<file path="config.mk">
export PLATFORM = sky130hd
export DESIGN_NAME = alu_flag_writeback_flat
export DESIGN_NICKNAME = d
export VERILOG_FILES = /design/src/rtl/alu_flag_writeback_pkg.sv /design/src/rtl/alu_flag_writeback_if.sv /design/src/rtl/alu_flag_writeback_wb_fifo.sv /design/src/rtl/alu_flag_writeback.sv /design/src/flat_wrapper.sv
export SDC_FILE = /design/constraint.sdc
export NUM_CORES = 1
export LEC_CHECK = 0
export CAP_MARGIN = 15
export CORE_MARGIN = 3
export CORE_UTILIZATION = 30
export DETAILED_ROUTE_END_ITERATION = 8
export PLACE_DENSITY = 0.46
export SLEW_MARGIN = 10
export SYNTH_ARGS = -nofsm -noshare
export SYNTH_HDL_FRONTEND = slang
export SYNTH_SLANG_ARGS = --single-unit
</file>
<file path="constraint.sdc">
create_clock -name clk -period 6 [get_ports clk]
set_input_delay 0.6 -clock clk [delete_from_list [all_inputs] [get_ports clk]]
set_output_delay 0.6 -clock clk [all_outputs]
set_load 0.01 [all_outputs]
</file>
<file path="src/rtl/alu_flag_writeback_pkg.sv">
// Shared execute-stage definitions: condition encodings, NZCV bit positions,
// write-queue entry type and the condition evaluator also used by the branch unit.
package exec_defs;

  localparam logic [3:0] COND_EQ = 4'h0;
  localparam logic [3:0] COND_NE = 4'h1;
  localparam logic [3:0] COND_CS = 4'h2;
  localparam logic [3:0] COND_CC = 4'h3;
  localparam logic [3:0] COND_MI = 4'h4;
  localparam logic [3:0] COND_PL = 4'h5;
  localparam logic [3:0] COND_VS = 4'h6;
  localparam logic [3:0] COND_VC = 4'h7;
  localparam logic [3:0] COND_HI = 4'h8;
  localparam logic [3:0] COND_LS = 4'h9;
  localparam logic [3:0] COND_GE = 4'hA;
  localparam logic [3:0] COND_LT = 4'hB;
  localparam logic [3:0] COND_GT = 4'hC;
  localparam logic [3:0] COND_LE = 4'hD;
  localparam logic [3:0] COND_AL = 4'hE;
  localparam logic [3:0] COND_NV = 4'hF;

  localparam int FLAG_N = 3;
  localparam int FLAG_Z = 2;
  localparam int FLAG_C = 1;
  localparam int FLAG_V = 0;

  localparam int WB_AW = 4;
  localparam int WB_DW = 32;

  typedef struct packed {
    logic [WB_AW-1:0] addr;
    logic [WB_DW-1:0] data;
  } wb_entry_t;

  function automatic logic cond_pass(input logic [3:0] cond, input logic [3:0] nzcv);
    logic n, z, c, v, p;
    n = nzcv[FLAG_N];
    z = nzcv[FLAG_Z];
    c = nzcv[FLAG_C];
    v = nzcv[FLAG_V];
    p = 1'b0;
    case (cond)
      COND_EQ: p = z;
      COND_NE: p = ~z;
      COND_CS: p = c;
      COND_CC: p = ~c;
      COND_MI: p = n;
      COND_PL: p = ~n;
      COND_VS: p = v;
      COND_VC: p = ~v;
      COND_HI: p = c & ~z;
      COND_LS: p = ~c | z;
      COND_GE: p = (n == v);
      COND_LT: p = (n != v);
      COND_GT: p = ~z & (n == v);
      COND_LE: p = z | (n != v);
      COND_AL: p = 1'b1;
      default: p = 1'b0;
    endcase
    return p;
  endfunction

endpackage

</file>
<file path="src/rtl/alu_flag_writeback_if.sv">
// ALU-to-writeback and writeback-to-register-file signal bundle.
// master = ALU / register-file side, slave = alu_flag_writeback.
interface alu_flag_writeback_if #(
  parameter int AW = 4,
  parameter int DW = 32
);
  logic          in_valid;
  logic          in_ready;
  logic [3:0]    in_cond;
  logic          in_s;
  logic [AW-1:0] in_rd;
  logic [DW-1:0] in_result;
  logic          in_n;
  logic          in_z;
  logic          in_c;
  logic          in_v;
  logic          in_wb;
  logic [3:0]    flags_nzcv;
  logic          rf_valid;
  logic          rf_ready;
  logic [AW-1:0] rf_waddr;
  logic [DW-1:0] rf_wdata;

  modport master (
    output in_valid, in_cond, in_s, in_rd, in_result, in_n, in_z, in_c, in_v, in_wb,
    output rf_ready,
    input  in_ready, flags_nzcv, rf_valid, rf_waddr, rf_wdata
  );

  modport slave (
    input  in_valid, in_cond, in_s, in_rd, in_result, in_n, in_z, in_c, in_v, in_wb,
    input  rf_ready,
    output in_ready, flags_nzcv, rf_valid, rf_waddr, rf_wdata
  );
endinterface

</file>
<file path="src/rtl/alu_flag_writeback_wb_fifo.sv">
// Register-write queue. Head output holds the last popped entry while empty
// so the register-file write bus does not glitch between writes.
module wb_fifo #(
  parameter int DEPTH = 2,
  parameter int W     = 36,
  localparam int PW   = $clog2(DEPTH),
  localparam int CW   = PW + 1
) (
  input  logic          clk,
  input  logic          rst_n,
  input  logic          push,
  input  logic [W-1:0]  din,
  input  logic          pop,
  output logic [W-1:0]  dout,
  output logic          full,
  output logic          empty,
  output logic [CW-1:0] count
);

  logic [W-1:0]  mem [DEPTH];
  logic [PW-1:0] wr_ptr;
  logic [PW-1:0] rd_ptr;
  logic [W-1:0]  last_q;
  logic          do_push;
  logic          do_pop;

  assign full    = (count == CW'(DEPTH));
  assign empty   = (count == '0);
  assign do_push = push & ~full;
  assign do_pop  = pop & ~empty;
  assign dout    = empty ? last_q : mem[rd_ptr];

  always_ff @(posedge clk or negedge rst_n) begin
    if (!rst_n) begin
      for (int i = 0; i < DEPTH; i++) mem[i] <= '0;
      wr_ptr <= '0;
      rd_ptr <= '0;
      count  <= '0;
      last_q <= '0;
    end else begin
      if (do_push) begin
        mem[wr_ptr] <= din;
        wr_ptr      <= wr_ptr + 1'b1;
      end
      if (do_pop) begin
        last_q <= mem[rd_ptr];
        rd_ptr <= rd_ptr + 1'b1;
      end
      case ({do_push, do_pop})
        2'b10:   count <= count + 1'b1;
        2'b01:   count <= count - 1'b1;
        default: count <= count;
      endcase
    end
  end

endmodule

</file>
<file path="src/rtl/alu_flag_writeback.sv">
// Execute-stage back end: NZCV flag register, condition check, write queue.
// Optional COND_STATS_EN adds exec_cnt / squash_cnt counters.
module alu_flag_writeback
  import exec_defs::*;
#(
  parameter int DEPTH = 2,
  parameter int DW    = 32,
  parameter int AW    = 4,
  localparam int CW   = $clog2(DEPTH) + 1
) (
  input  logic                 clk,
  input  logic                 rst_n,
  alu_flag_writeback_if.slave  bus
`ifdef COND_STATS_EN
  ,
  output logic [31:0]          exec_cnt,
  output logic [31:0]          squash_cnt
`endif
);

  logic [3:0]       flags_q;
  logic             pass;
  logic             accept;
  logic             do_flags;
  logic             do_push;
  logic             do_pop;
  logic [AW+DW-1:0] q_dout;
  logic             q_full;
  logic             q_empty;
  logic [CW-1:0]    q_count;

  // Condition is evaluated against the flags before this instruction's own update.
  always_comb begin
    pass     = cond_pass(bus.in_cond, flags_q);
    accept   = bus.in_valid & bus.in_ready;
    do_flags = accept & pass & (bus.in_s | ~bus.in_wb);
    do_push  = accept & pass & bus.in_wb & ~q_full;
    do_pop   = ~q_empty & bus.rf_ready;
  end

  assign bus.in_ready   = (q_count != CW'(DEPTH));
  assign bus.flags_nzcv = flags_q;
  assign bus.rf_valid   = ~q_empty;
  assign {bus.rf_waddr, bus.rf_wdata} = q_dout;

  always_ff @(posedge clk or negedge rst_n) begin
    if (!rst_n) begin
      flags_q <= 4'b0000;
    end else if (do_flags) begin
      flags_q <= {bus.in_n, bus.in_z, bus.in_c, bus.in_v};
    end
  end

  wb_fifo #(
    .DEPTH (DEPTH),
    .W     (AW + DW)
  ) u_wb_fifo (
    .clk   (clk),
    .rst_n (rst_n),
    .push  (do_push),
    .din   ({bus.in_rd, bus.in_result}),
    .pop   (do_pop),
    .dout  (q_dout),
    .full  (q_full),
    .empty (q_empty),
    .count (q_count)
  );

`ifdef COND_STATS_EN
  always_ff @(posedge clk or negedge rst_n) begin
    if (!rst_n) begin
      exec_cnt   <= '0;
      squash_cnt <= '0;
    end else if (accept) begin
      if (pass) exec_cnt   <= exec_cnt + 1'b1;
      else      squash_cnt <= squash_cnt + 1'b1;
    end
  end
`endif

endmodule
</file>
<file path="src/flat_wrapper.sv">
// flat-port wrapper written by rule: the top's interface ports become plain ports
module alu_flag_writeback_flat import exec_defs::*;
#(
  parameter int DEPTH = 2,
  parameter int DW    = 32,
  parameter int AW    = 4,
  localparam int CW   = $clog2(DEPTH) + 1
)
  (clk, rst_n, bus_in_valid, bus_in_cond, bus_in_s, bus_in_rd, bus_in_result, bus_in_n, bus_in_z, bus_in_c, bus_in_v, bus_in_wb, bus_rf_ready, bus_in_ready, bus_flags_nzcv, bus_rf_valid, bus_rf_waddr, bus_rf_wdata);
  alu_flag_writeback_if #(.AW(AW), .DW(DW)) bus_i ();
  input  logic clk;
  input  logic rst_n;
  input wire logic [$bits(bus_i.in_valid)-1:0] bus_in_valid;
  input wire logic [$bits(bus_i.in_cond)-1:0] bus_in_cond;
  input wire logic [$bits(bus_i.in_s)-1:0] bus_in_s;
  input wire logic [$bits(bus_i.in_rd)-1:0] bus_in_rd;
  input wire logic [$bits(bus_i.in_result)-1:0] bus_in_result;
  input wire logic [$bits(bus_i.in_n)-1:0] bus_in_n;
  input wire logic [$bits(bus_i.in_z)-1:0] bus_in_z;
  input wire logic [$bits(bus_i.in_c)-1:0] bus_in_c;
  input wire logic [$bits(bus_i.in_v)-1:0] bus_in_v;
  input wire logic [$bits(bus_i.in_wb)-1:0] bus_in_wb;
  input wire logic [$bits(bus_i.rf_ready)-1:0] bus_rf_ready;
  output wire logic [$bits(bus_i.in_ready)-1:0] bus_in_ready;
  output wire logic [$bits(bus_i.flags_nzcv)-1:0] bus_flags_nzcv;
  output wire logic [$bits(bus_i.rf_valid)-1:0] bus_rf_valid;
  output wire logic [$bits(bus_i.rf_waddr)-1:0] bus_rf_waddr;
  output wire logic [$bits(bus_i.rf_wdata)-1:0] bus_rf_wdata;
  assign bus_i.in_valid = bus_in_valid;
  assign bus_i.in_cond = bus_in_cond;
  assign bus_i.in_s = bus_in_s;
  assign bus_i.in_rd = bus_in_rd;
  assign bus_i.in_result = bus_in_result;
  assign bus_i.in_n = bus_in_n;
  assign bus_i.in_z = bus_in_z;
  assign bus_i.in_c = bus_in_c;
  assign bus_i.in_v = bus_in_v;
  assign bus_i.in_wb = bus_in_wb;
  assign bus_i.rf_ready = bus_rf_ready;
  assign bus_in_ready = bus_i.in_ready;
  assign bus_flags_nzcv = bus_i.flags_nzcv;
  assign bus_rf_valid = bus_i.rf_valid;
  assign bus_rf_waddr = bus_i.rf_waddr;
  assign bus_rf_wdata = bus_i.rf_wdata;
  alu_flag_writeback #(.DEPTH(DEPTH), .DW(DW), .AW(AW)) u_core (.clk(clk), .rst_n(rst_n), .bus(bus_i));
endmodule
</file>
# [Word level (Yosys, flattened, before mapping)]
# Index checks and enable logic that the tools add are counted.
[word_totals] regBits=116 latchBits=0 mem_bits_rw=0 mem_bits_ro=0 in_bits=50 output_inout_bits=42 memories=0
[op_classes] addsub=4 n_mul=0 n_div=0 n_lt_le_gt_ge=3 eq_ne=20 shifts=0 n_mux=9 n_bitwise=22 n_reduce_logical=4
[op_table] op="2-to-1 mux 36 bit" count=5
[op_table] op="bitwise mux 72 bit" count=1
[op_table] op="demux 36 bit (select 1 bit)" count=1
[op_table] op="== test 4 bit, second input constant" count=7
[op_table] op="== test 4 x 3 -> 1 bit, second input constant" count=4
[op_table] op="one-hot mux 1 bit (15 select lines)" count=1
[op_table] op="bitwise AND 1 bit" count=10
[op_table] op="== test 4 x 2 -> 1 bit, second input constant" count=2
[op_table] op="inverter 1 bit" count=7
[op_table] op="== test 2 bit, second input constant" count=2
[op_table] op="== test 4 x 1 -> 1 bit, second input constant" count=1
[op_table] op="greater-or-equal comparator 2 bit, second input constant" count=2
[op_table] op="zero test 4 bit" count=1
[op_table] op="inverter 1 -> 2 bit" count=2
[op_table] op="one-hot mux 2 bit (2 select lines)" count=1
[op_table] op="OR 1 bit" count=3
[op_table] op="adder 1 bit, second input constant" count=2
[op_table] op="adder 2 x 1 -> 2 bit, second input constant" count=1
[op_table] op="== test 2 x 1 -> 1 bit, second input constant" count=1
[op_table] op="zero test 2 bit" count=1
[op_table] op="less-than comparator 2 x 1 -> 1 bit, second input constant" count=1
[op_table] op="inequality test 2 bit, second input constant" count=1
[op_table] op="nonzero test 2 bit" count=1
[op_table] op="subtractor 2 x 1 -> 2 bit, second input constant" count=1
[op_table] op="3 further kinds" count=3

# [Depth between registers and ports, before layout]
[logic_depth] word_depth=9 depth_mapped=9 mapped_depth_nobuf=8

# [By module]
# From an unflattened synthesis, not the netlist that was laid out.
[hier_totals] hier_cells=454 area_unflattened_um2=5474.0
[by_module_without_submodules] mod="wb_fifo" instances=1 cells_each=408 area_per_inst_um2=5058.6 seq_area_each_um2=2802.7
[by_module_without_submodules] mod="alu_flag_writeback" instances=1 cells_each=46 area_per_inst_um2=415.4 seq_area_each_um2=100.1

# [Worst setup path before layout]
# No wires, ideal clock.
[synth_path] kind="input -> register" from="input port bus_in_cond[0]" to="register u_core.u_wb_fifo.count[1]" setup_ps=79 arrival_ps=2369 required_ps=5921 setup_slack_ps=3552 path_stages=8 path_buffers=1 cell_sequence="buf_4 > and4bb_1 > mux2i_1 > a311oi_4 > o311ai_0 > ha_1 > nor2_1 > xor2_1"
[synth_via] elab_chain_len=8
[synth_rtl] element="start, declared" line_no="flat_wrapper.sv:14" source="input wire logic [$bits(bus_i.in_cond)-1:0] bus_in_cond;"
[synth_rtl] element="== test 4 bit, or another cell as far along" line_no="alu_flag_writeback_pkg.sv:42" source="case (cond)"
[synth_rtl] element="one-hot mux 1 bit (15 select lines) (*)" line_no="alu_flag_writeback_pkg.sv:42"
[synth_rtl] element="bitwise AND 1 bit (*) (3 in a row)" line_no="alu_flag_writeback.sv:37" source="do_push = accept & pass & bus.in_wb & ~q_full;"
[synth_rtl] element="bitwise AND 1 bit (*)" line_no="alu_flag_writeback_wb_fifo.sv:29" source="assign do_push = push & ~full;"
[synth_rtl] element="== test 2 x 1 -> 1 bit or == test 2 bit (tied branches)" line_no="alu_flag_writeback_wb_fifo.sv:49" source="case ({do_push, do_pop})"
[synth_rtl] element="one-hot mux 2 bit (2 select lines) or nonzero test 2 bit (tied branches)"
[synth_rtl] element="end signal, assigned" line_no="alu_flag_writeback_wb_fifo.sv:50" source="2'b10: count <= count + 1'b1;"
[synth_rtl] element="end signal, assigned" line_no="alu_flag_writeback_wb_fifo.sv:51" source="2'b01: count <= count - 1'b1;"
[synth_rtl] element="end signal, assigned" line_no="alu_flag_writeback_wb_fifo.sv:52" source="default: count <= count;"
[synth_rtl] element="end, declared" line_no="alu_flag_writeback_wb_fifo.sv:17" source="output logic [CW-1:0] count"
# Mark *: on every way between the ends. The rest lies on a longest branch, timed or not.
# A chain may end at the register's enable or synchronous reset.

# [Worst setup path after layout]
[layout_path] from="input port bus_in_cond[2]" to="register u_core.u_wb_fifo.mem[16] in the netlist's numbering"
[layout_via] elab_chain_len=6
[layout_rtl] element="== test 4 bit, or another cell as far along" line_no="alu_flag_writeback_pkg.sv:42"
[layout_rtl] element="one-hot mux 1 bit (15 select lines) (*)" line_no="alu_flag_writeback_pkg.sv:42"
[layout_rtl] element="bitwise AND 1 bit (*) (3 in a row)" line_no="alu_flag_writeback.sv:37"
[layout_rtl] element="bitwise AND 1 bit (*)" line_no="alu_flag_writeback_wb_fifo.sv:29"
[layout_rtl] element="end signal, assigned by index" line_no="alu_flag_writeback_wb_fifo.sv:42" source="mem[wr_ptr] <= din;"
[layout_rtl] element="end, declared" line_no="alu_flag_writeback_wb_fifo.sv:20" source="logic [W-1:0] mem [DEPTH];"
# Marks and branches as above.

==> results.json <==
{
  "fillerInstances": 1673,
  "synth_fp_nets": 499,
  "fin_crit_sh_pct": 55.2,
  "pwr-share-seq_pct": 32.6,
  "clkPwrFrac_pct": 24.3,
  "overflow": 0,
  "avgSynthCellArea_um2": 12.2,
  "power.internal_uw": 2880,
  "holdBufCountCts": 0,
  "seq_area_frac_synth_pct": 53.2,
  "netlist_area_um2": 5450,
  "critPathLaunchType": "input port",
  "synth_compound_area_share_pct": 9.69,
  "synth_ff_type": "dfrtp_1",
  "drive_above_1_share_pct": 22.8,
  "vias": 3606,
  "clkTransAtPathRegs_ps": 50,
  "multi_input_area_um2": 2360,
  "critPathRequiredTime_ps": 6290,
  "synthAdderAreaFrac_pct": 0.230,
  "drv_cap": 0,
  "drt_iter0_markers": 145,
  "grt_max_degree": 75,
  "postRouteAntennaNets": 0,
  "fin_crit_ps": 3310,
  "cp.arrival_ps": 3600,
  "slowest_delay_ps": 810,
  "fin_util_pct": 40.7,
  "clk-insertion-delay-late_ps": 410,
  "drt-total-wl_um": 12500,
  "slew_viol_final": 0,
  "diodes": 0,
  "drcViolationCount": 0,
  "max_freq_ghz": 0.302,
  "synth.area.top_cells": "dfrtp_1, mux2_2, mux2_4, mux2i_1, a21oi_1",
  "post_cts_resize_count": 0,
  "status": "finished, final reports clean",
  "synthXorXnorAreaFrac_pct": 1.12,
  "routabilityCongestion": 0.756,
  "dieArea_um2": 19800,
  "antenna_found_initial": 1,
  "leakage_uw": 0.00323,
  "cts_buffer_depth": 2,
  "place_area_um2": 6520,
  "hold_viol": 0,
  "power_uw": 4290,
  "grt_pass1_wl_um": 20600,
  "synth_top_area_cell": "dfrtp_1",
  "slew_headroom_pct": 39.7,
  "worst_setup_path_end_kind": "flop",
  "grtUsageTotal_pct": 13.2,
  "coreArea_um2": 17500,
  "start_util_pct": 31.1,
  "ios": 92,
  "finish.instance_area_um2": 7130,
  "setup_viol": 0,
  "ctsRootBufferMaster": "clkbuf_16",
  "hpwl_um": 7950,
  "whs_ps": 219,
  "synth-simple-area-share_pct": 7.34,
  "tightest_slew_ps": 904,
  "rows": 48,
  "swShare_pct": 32.8,
  "numCtsBuffers": 17,
  "cts_tree": "built",
  "hp-class": "in2async",
  "h-tree-depth": 4,
  "muxShareOfSynthArea_pct": 24.9,
  "cts.sinks": 116,
  "ys_seq_elements": 116,
  "synth_top_area_share_pct": 53.2,
  "setup_tns_ps": 0,
  "path_max_fanout": 21,
  "cpMaxStageDelayCell": "o31ai_4",
  "yosysUniqueCellTypes": 40,
  "dr.pass1.iters": 4,
  "p_comb_share_pct": 43.1,
  "powerDensity_nw_per_um2": 602,
  "synth_edf_count": 0,
  "die_w_um": 141,
  "fin_nets": 586,
  "grt_pass1_vias": 3850,
  "worstPathCellList": "clkdlybuf4s50_1, and3b_1, a211oi_2, o22ai_2, o31ai_4, buf_4, mux2_2",
  "post_cts_buffers": 0,
  "routed_via_density": 4.66,
  "ys_warn_count": 0,
  "crit_buf_inv": 2,
  "die_h_um": 141,
  "port_buffers": 91,
  "fin_worst_skew_ps": 9.01,
  "path_delay_family": "compound AO/OA/AOI/OAI gates",
  "wl_per_cell_um": 16.1,
  "switchingPower_uw": 1410,
  "peakVddDrop_v": 0.000344,
  "synthCells": 448,
  "timing_worst_setup_path_type": "in2reg",
  "area_growth_syn_to_layout_pct": 30.8,
  "rsz0062_at_grt": "no",
  "seq_area_um2": 2900,
  "synth_top_family_by_area": "multiplexers",
  "synthArstFlopShare_pct": 100
}
==> layout by cell type, fill, tap and decap left out, types with 4 or more instances in the layout <==
master,instances
dfrtp_1,115
clkdlybuf4s50_1,90
mux2_2,43
nor2_1,39
mux2i_1,39
a21oi_1,37
o21ai_0,37
nand2_1,37
mux2_4,30
clkbuf_16,17
buf_4,8
xnor2_1,6
clkinv_2,6
clkbuf_8,4
==> registers in the layout (all words and copies together), names as in the netlist <==
signal	cells
u_core.u_wb_fifo.wr_ptr	1
u_core.u_wb_fifo.last_q	36
u_core.bus.flags_nzcv	4
u_core.u_wb_fifo.count	2
u_core.u_wb_fifo.mem	72
u_core.u_wb_fifo.rd_ptr	1
==> layout make-up <==
| cell class | instances | area share [%] |
|---|---|---|
| timing repair buffer | 98 | 13.5 |
| multi-input combinational | 300 | 33.2 |
| clock buffer | 22 | 6.79 |
| tap | 225 | 3.95 |
| clock inverter | 10 | 1.79 |
| inverter | 2 | 0.105 |
| sequential | 116 | 40.7 |
==> cell usage after synthesis (2+ instances only) <==
cell and number:
a21oi_1 37, and3_1 2, buf_1 3, buf_4 2, buf_6 8, clkbuf_1 17
dfrtp_1 116, inv_1 2, mux2_1 3, mux2_2 43, mux2_4 30, mux2i_1 39
nand2_1 38, nand2b_1 2, nand3_1 2, nor2_1 39, o21ai_0 37, xnor2_1 6
==> power groups by stage <==
stage                     Sequential (µW)  Combinational (µW)  Clock, µW
after global routing                 1450                2030       1110
after detailed placement             1410                1880          0
after CTS                            1400                1890       1070
after global placement               1390                1850          0
final                                1400                1850       1040
after floorplan                      1330                1150          0
==> kinds of logic (layout without fill, tap and decap cells) <==
family,after synthesis,count (layout)
AOI/OAI and AO/OA,85,85
DFF,116,116
muxes,115,115
adders and majority gates,1,1
and+or+nand+nor,92,92
buffers and inverters,32,132
xor gates and xnor gates,7,7
==> per-layer routing <==
layer | global-route usage [%] | share of wire, %
met1 | 17.1 | 48
met4 | 3.67 | 0.83
met3 | 4.95 | 6.3
met2 | 20.7 | 45
met5 | 0 | 0.096
==> worst paths after layout <==
kind | start | to | slack [ps] | cells after the start
max | bus_in_cond[2] | u_core.u_wb_fifo.mem[16] | 2690 | 7
min | rst_n | u_core.u_wb_fifo.last_q[9] | 220 | 1
max reg2reg | u_core.bus.flags_nzcv[2] | u_core.u_wb_fifo.mem[16] | 3120 | 6
min reg2reg | u_core.u_wb_fifo.last_q[19] | u_core.u_wb_fifo.last_q[19] | 480 | 2
max in group asynchronous | rst_n | u_core.u_wb_fifo.last_q[28] | 4420 | 2
min in group clk | u_core.u_wb_fifo.last_q[19] | u_core.u_wb_fifo.last_q[19] | 480 | 2
==> worst register-to-register path, delay by kind of cell (launching register included) <==
kind                   cells  cell delay [ps]
and+or+nand+nor            1              250
DFF                        1              480
muxes                      2              620
AOI/OAI and AO/OA          2              960
buffers and inverters      1              460
==> per-stage QoR <==
| stage | setup WS, ps | instances |
|---|---|---|
| after floorplan | 3550 | 448 |
| after global placement | 2320 | 741 |
| after detailed placement | 2240 | 741 |
| after CTS | 2660 | 773 |
| after global routing | 2490 | 773 |
| final | 2690 | 773 |
No activity file was read; power rests on OpenSTA's default activity.
